$ cat config.mk
export PLATFORM = sky130hd
export DESIGN_NAME = orbit_compositor
export DESIGN_NICKNAME = d
export VERILOG_FILES = /design/src/rtl/orbit_compositor.sv
export SDC_FILE = /design/constraint.sdc
export NUM_CORES = 1
export LEC_CHECK = 0
export CAP_MARGIN = 20
export CORE_UTILIZATION = 40
export DETAILED_ROUTE_END_ITERATION = 10
export HOLD_SLACK_MARGIN = 0.12
export PLACE_DENSITY = 0.63
export SYNTH_ARGS = -nofsm -noshare
export SYNTH_HDL_FRONTEND = slang
export SYNTH_SLANG_ARGS = --single-unit
$ cat constraint.sdc
create_clock -name clock -period 7.2 [get_ports clock]
set_input_delay 0.72 -clock clock [delete_from_list [all_inputs] [get_ports clock]]
set_output_delay 0.72 -clock clock [all_outputs]
set_load 0.1 [all_outputs]
$ cat src/rtl/orbit_compositor.sv
// rtl/orbit_compositor.sv - frame-latched multi-object pixel compositor (optional COMPOSITOR_COLLIDE_EN)
module orbit_compositor #(
    parameter int NUM_OBJ  = 4,
    parameter int COORD_W  = 10,
    parameter int RADIUS   = 4,
    parameter int H_ACTIVE = 640,
    parameter int V_ACTIVE = 480
) (
    input  logic                       clock,
    input  logic                       reset,
    input  logic [COORD_W-1:0]         next_x,
    input  logic [COORD_W-1:0]         next_y,
    input  logic [NUM_OBJ*COORD_W-1:0] obj_x,
    input  logic [NUM_OBJ*COORD_W-1:0] obj_y,
    input  logic [NUM_OBJ*8-1:0]       obj_color,
    input  logic [NUM_OBJ-1:0]         obj_en,
    input  logic [7:0]                 bg_color,
    output logic [7:0]                 color_out,
    output logic                       frame_tick,
    output logic [15:0]                frame_count,
    output logic                       collide
);

    localparam logic [COORD_W:0]        H_LIM  = (COORD_W+1)'(H_ACTIVE);
    localparam logic [COORD_W:0]        V_LIM  = (COORD_W+1)'(V_ACTIVE);
    localparam logic [COORD_W-1:0]      H_LAST = COORD_W'(H_ACTIVE - 1);
    localparam logic [COORD_W-1:0]      V_LAST = COORD_W'(V_ACTIVE - 1);
    localparam logic signed [COORD_W:0] RAD    = (COORD_W+1)'(RADIUS);

    logic [COORD_W-1:0] sh_x_q     [NUM_OBJ];
    logic [COORD_W-1:0] sh_y_q     [NUM_OBJ];
    logic [7:0]         sh_color_q [NUM_OBJ];
    logic [NUM_OBJ-1:0] sh_en_q;

    logic [7:0]  color_q, color_d;
    logic        tick_q;
    logic [15:0] count_q;

    logic signed [COORD_W:0] dx [NUM_OBJ];
    logic signed [COORD_W:0] dy [NUM_OBJ];
    logic [NUM_OBJ-1:0]      hit;
    logic                    active;
    logic                    boundary;

    assign active   = ({1'b0, next_x} < H_LIM) && ({1'b0, next_y} < V_LIM);
    assign boundary = (next_x == H_LAST) && (next_y == V_LAST);

    // Per-object box test against the frame-latched shadows; signed, no wrap.
    always_comb begin
        hit = '0;
        for (int i = 0; i < NUM_OBJ; i++) begin
            dx[i]  = $signed({1'b0, next_x}) - $signed({1'b0, sh_x_q[i]});
            dy[i]  = $signed({1'b0, next_y}) - $signed({1'b0, sh_y_q[i]});
            hit[i] = sh_en_q[i] && (dx[i] <= RAD) && (dx[i] >= -RAD)
                                && (dy[i] <= RAD) && (dy[i] >= -RAD);
        end
    end

    // Lowest-index hit wins; background otherwise; black outside the active area.
    always_comb begin
        color_d = bg_color;
        for (int i = NUM_OBJ - 1; i >= 0; i--) begin
            if (hit[i]) begin
                color_d = sh_color_q[i];
            end
        end
        if (!active) begin
            color_d = 8'h00;
        end
    end

    // Shadow registers reload only on the edge closing the boundary pixel.
    always_ff @(posedge clock) begin
        if (!reset) begin
            for (int i = 0; i < NUM_OBJ; i++) begin
                sh_x_q[i]     <= '0;
                sh_y_q[i]     <= '0;
                sh_color_q[i] <= '0;
            end
            sh_en_q <= '0;
        end else if (boundary) begin
            for (int i = 0; i < NUM_OBJ; i++) begin
                sh_x_q[i]     <= obj_x[i*COORD_W +: COORD_W];
                sh_y_q[i]     <= obj_y[i*COORD_W +: COORD_W];
                sh_color_q[i] <= obj_color[i*8 +: 8];
            end
            sh_en_q <= obj_en;
        end
    end

    // Registered pixel colour, frame tick and frame counter.
    always_ff @(posedge clock) begin
        if (!reset) begin
            color_q <= 8'h00;
            tick_q  <= 1'b0;
            count_q <= 16'h0000;
        end else begin
            color_q <= color_d;
            tick_q  <= boundary;
            if (boundary) begin
                count_q <= count_q + 16'h0001;
            end
        end
    end

    assign color_out   = color_q;
    assign frame_tick  = tick_q;
    assign frame_count = count_q;

`ifdef COMPOSITOR_COLLIDE_EN
    logic multi;
    logic acc_q, acc_d;
    logic collide_q, collide_d;

    // Two or more objects covering the same visible pixel.
    always_comb begin
        logic seen;
        seen  = 1'b0;
        multi = 1'b0;
        for (int i = 0; i < NUM_OBJ; i++) begin
            if (hit[i] && seen) begin
                multi = 1'b1;
            end
            seen = seen | hit[i];
        end
        multi = multi & active;
    end

    // Sticky accumulator; the boundary pixel's own overlap is folded into the result.
    always_comb begin
        acc_d     = acc_q | multi;
        collide_d = collide_q;
        if (boundary) begin
            collide_d = acc_q | multi;
            acc_d     = 1'b0;
        end
    end

    // Collision state; reset mid-frame discards the partial frame.
    always_ff @(posedge clock) begin
        if (!reset) begin
            acc_q     <= 1'b0;
            collide_q <= 1'b0;
        end else begin
            acc_q     <= acc_d;
            collide_q <= collide_d;
        end
    end

    assign collide = collide_q;
`else
    assign collide = 1'b0;
`endif

endmodule
==> qor.yml <==
run_status:
  status: "finished clean"
timing:
  rsz0062_at_grt: "false"
  post-route-period-util: 0.619
  worst_pin_slew_ps: 1060
  period_minus_slack_ps: 4460
  holdWs_ps: 526
  finClkSkew_ps: 10.7
  fin_setup_tns_ps: 0
  max-slew-margin-rel: 0.293
  hold_viol: 0
  setup_violations: 0
  drv_slew: 0
  clock.fmax_mhz: 224
floorplanning:
  pin_count: 172
  fp.coreArea_um2: 24200
  chipHeight_um: 159
  rows: 57
  die_area_um2: 25300
  die_x_um: 159
  start_util: 0.408
yosys:
  synth_area_um2: 9880
  yosysWarnings: 0
  syn_nets: 1249
  synthArstFlopShare: 0
  ys_types: 75
  seq_area_frac_synth: 0.399
  synth_edf_count: 112
  synth-seq-cells: 141
  synth_flop_cell: "edfxtp_1"
  netlist_instances: 1014
  synth.avg_cell_area_um2: 9.75
layout:
  insertedDiodeCount: 0
  final_cell_mix: "clkdlybuf4s50_1, and3_1, edfxtp_1, inv_1, ha_1"
  drive_gt1_frac: 0.0478
  area_growth_pct: 27.0
  final_core_util: 0.518
  mostFrequentLayoutCell: "clkdlybuf4s50_1"
  nets: 1414
global_route:
  grt_max_degree: 135
  grt_first_pass_wirelength_um: 41800
  grtUsageTotal: 0.210
  antenna_found_initial: 0
  grt_pass1_vias: 8119
  overflow: 0
detailed_routing:
  num_vias: 8194
  via_per_inst: 5.41
  wl_per_cell_um: 17.2
  ant_nets: 0
  drt_iter0_markers: 390
  wirelength_um: 26100
  drc: 0
  dr.pass1.iters: 5
setup_path:
  arrival_ps: 4800
  path_buf_inv: 1
  path_cells: "clkdlybuf4s50_1, ha_1, nor2b_1, o2111ai_1, a31o_2, o31a_1, or3_1, nor4bb_1, o22a_1, a211o_1, o221ai_1, a211oi_1"
  end_kind: "register"
  crit_fanout: 11
  critPathKind: "primary input to register"
  path_depth: 12
  cpMaxStageDelayCell: "clkdlybuf4s50_1"
  slowest_delay_ps: 690
  cp_top_family: "compound AO/OA/AOI/OAI gates"
  r2r_cells: 13
  startpoint_type: "primary input"
  cp.required_ps: 7540
power_and_ir_drop:
  net-switching-power_mw: 0.692
  p_clk_frac: 0.383
  ir_worst_vdd_uv: 131
  p_leak_nw: 5.17
  power.density_nw_per_um2: 183
  total_power_mw: 2.30
  p_seq_frac: 0.401
  power.share.switching: 0.301
  combPwrFrac: 0.216
  internal_power_mw: 1.61
clocking:
  cts_tree: "built"
  clkSinkCount: 141
  cts.clk_slew.worst_paths_ps: 70
  htree_num_levels: 4
  clockBufferDepth: 2
  root_buffer: "clkbuf_16"
  clock_latency_ps: 430
  postCtsSetupRepairBufs: 0
  post_cts_resized: 0
  ctsHoldBuffers: 0
  cts_buffers: 17
job:
  drv_cap: 0
hold_path:
  hold_depth: 2
  hp-class: "register to register"
placed_design:
  dp_hpwl_um: 19300
  numPortBuffers: 170
  routabilityCongestion: 0.854
[registers in the layout, indices dropped and copies added (netlist names)]
signal and count:
sh_y_q 40, frame_tick 1, frame_count 16, sh_x_q 40
sh_en_q 4, sh_color_q 32, color_out 8
[worst reg2reg max path, delay by kind of cell, from the launching register on]
family | cells | cell delay, ps
and+or+nand+nor | 2 | 790
AOI/OAI and AO/OA | 7 | 1860
DFF | 1 | 340
buffers and inverters | 1 | 60
adders and majority gates | 2 | 600
xor gates and xnor gates | 1 | 110
[kinds of logic (layout without fill, tap and decap cells)]
logic type,after synthesis,count (layout),share of synthesized area
and+or+nand+nor,366,366,0.216
AOI/OAI and AO/OA,213,213,0.151
DFF,141,141,0.399
buffers and inverters,137,315,0.0525
adders and majority gates,89,89,0.119
xor gates and xnor gates,49,49,0.0434
muxes,18,18,0.0185
other,1,1,0.000379
[synthesized netlist by cell type, types with 8 or more instances]
master | number | area [um2]
a211o_1 | 9 | 78.8
a211oi_1 | 16 | 120
a21boi_0 | 8 | 60.1
a21o_1 | 8 | 60.1
a21oi_1 | 43 | 215
and2_1 | 13 | 81.3
and3_1 | 118 | 738
clkbuf_1 | 28 | 105
dfxtp_1 | 29 | 581
edfxtp_1 | 112 | 3360
fa_1 | 8 | 160
ha_1 | 81 | 1010
inv_1 | 106 | 398
mux2i_1 | 16 | 160
nand2_1 | 27 | 101
nand2b_1 | 15 | 93.8
nand3_1 | 19 | 95.1
nand4_1 | 12 | 75.1
nor2_1 | 41 | 154
nor2b_1 | 29 | 181
nor3_1 | 19 | 95.1
nor4_1 | 24 | 150
o211ai_1 | 11 | 82.6
o21a_1 | 12 | 90.1
o21ai_0 | 37 | 185
o221ai_1 | 10 | 87.6
or3_1 | 18 | 113
xnor2_1 | 36 | 315
xor2_1 | 13 | 114
[metal layers]
layer  track usage  up-vias  share of wire
li1              -     4131              -
met1         0.268     3816           0.45
met2         0.352      216           0.48
met3        0.0539       31          0.062
met4        0.0564        0          0.015
met5             0        -              0
[worst paths after layout]
kind / from / end / slack [ps]
min: frame_count[14] / frame_count[14] / 530
min reg2reg: frame_count[14] / frame_count[14] / 530
max: next_x[1] / color_out[3] / 2740
max reg2reg: sh_x_q[0][0] / color_out[3] / 3360
[stage by stage]
step	setup WS (ps)	std cells	area, um2
after global routing	2520	1516	12600
after CTS	2830	1515	12500
after global placement	2420	1483	11900
final	2740	1516	12600
after detailed placement	2420	1483	11900
after floorplan	1700	1014	9880
[power by group through the flow]
stage | registers [mW] | logic (mW) | clock network, mW
2_1_floorplan | 0.948 | 0.315 | 0
3_3_place_gp | 0.941 | 0.487 | 0
3_5_place_dp | 0.941 | 0.491 | 0
4_1_cts | 0.923 | 0.495 | 0.897
5_1_grt | 0.925 | 0.555 | 0.927
6_report | 0.922 | 0.497 | 0.880
[layout make-up]
cell class	instances	area, um2
Clock buffer	17	425
Multi-Input combinational cell	736	5440
Inverter	107	402
Tap cell	324	405
Timing Repair Buffer	176	1760
Fill cell	2232	11700
Clock inverter	15	171
Sequential cell	141	3940
Power figures use the tool's default switching activity.
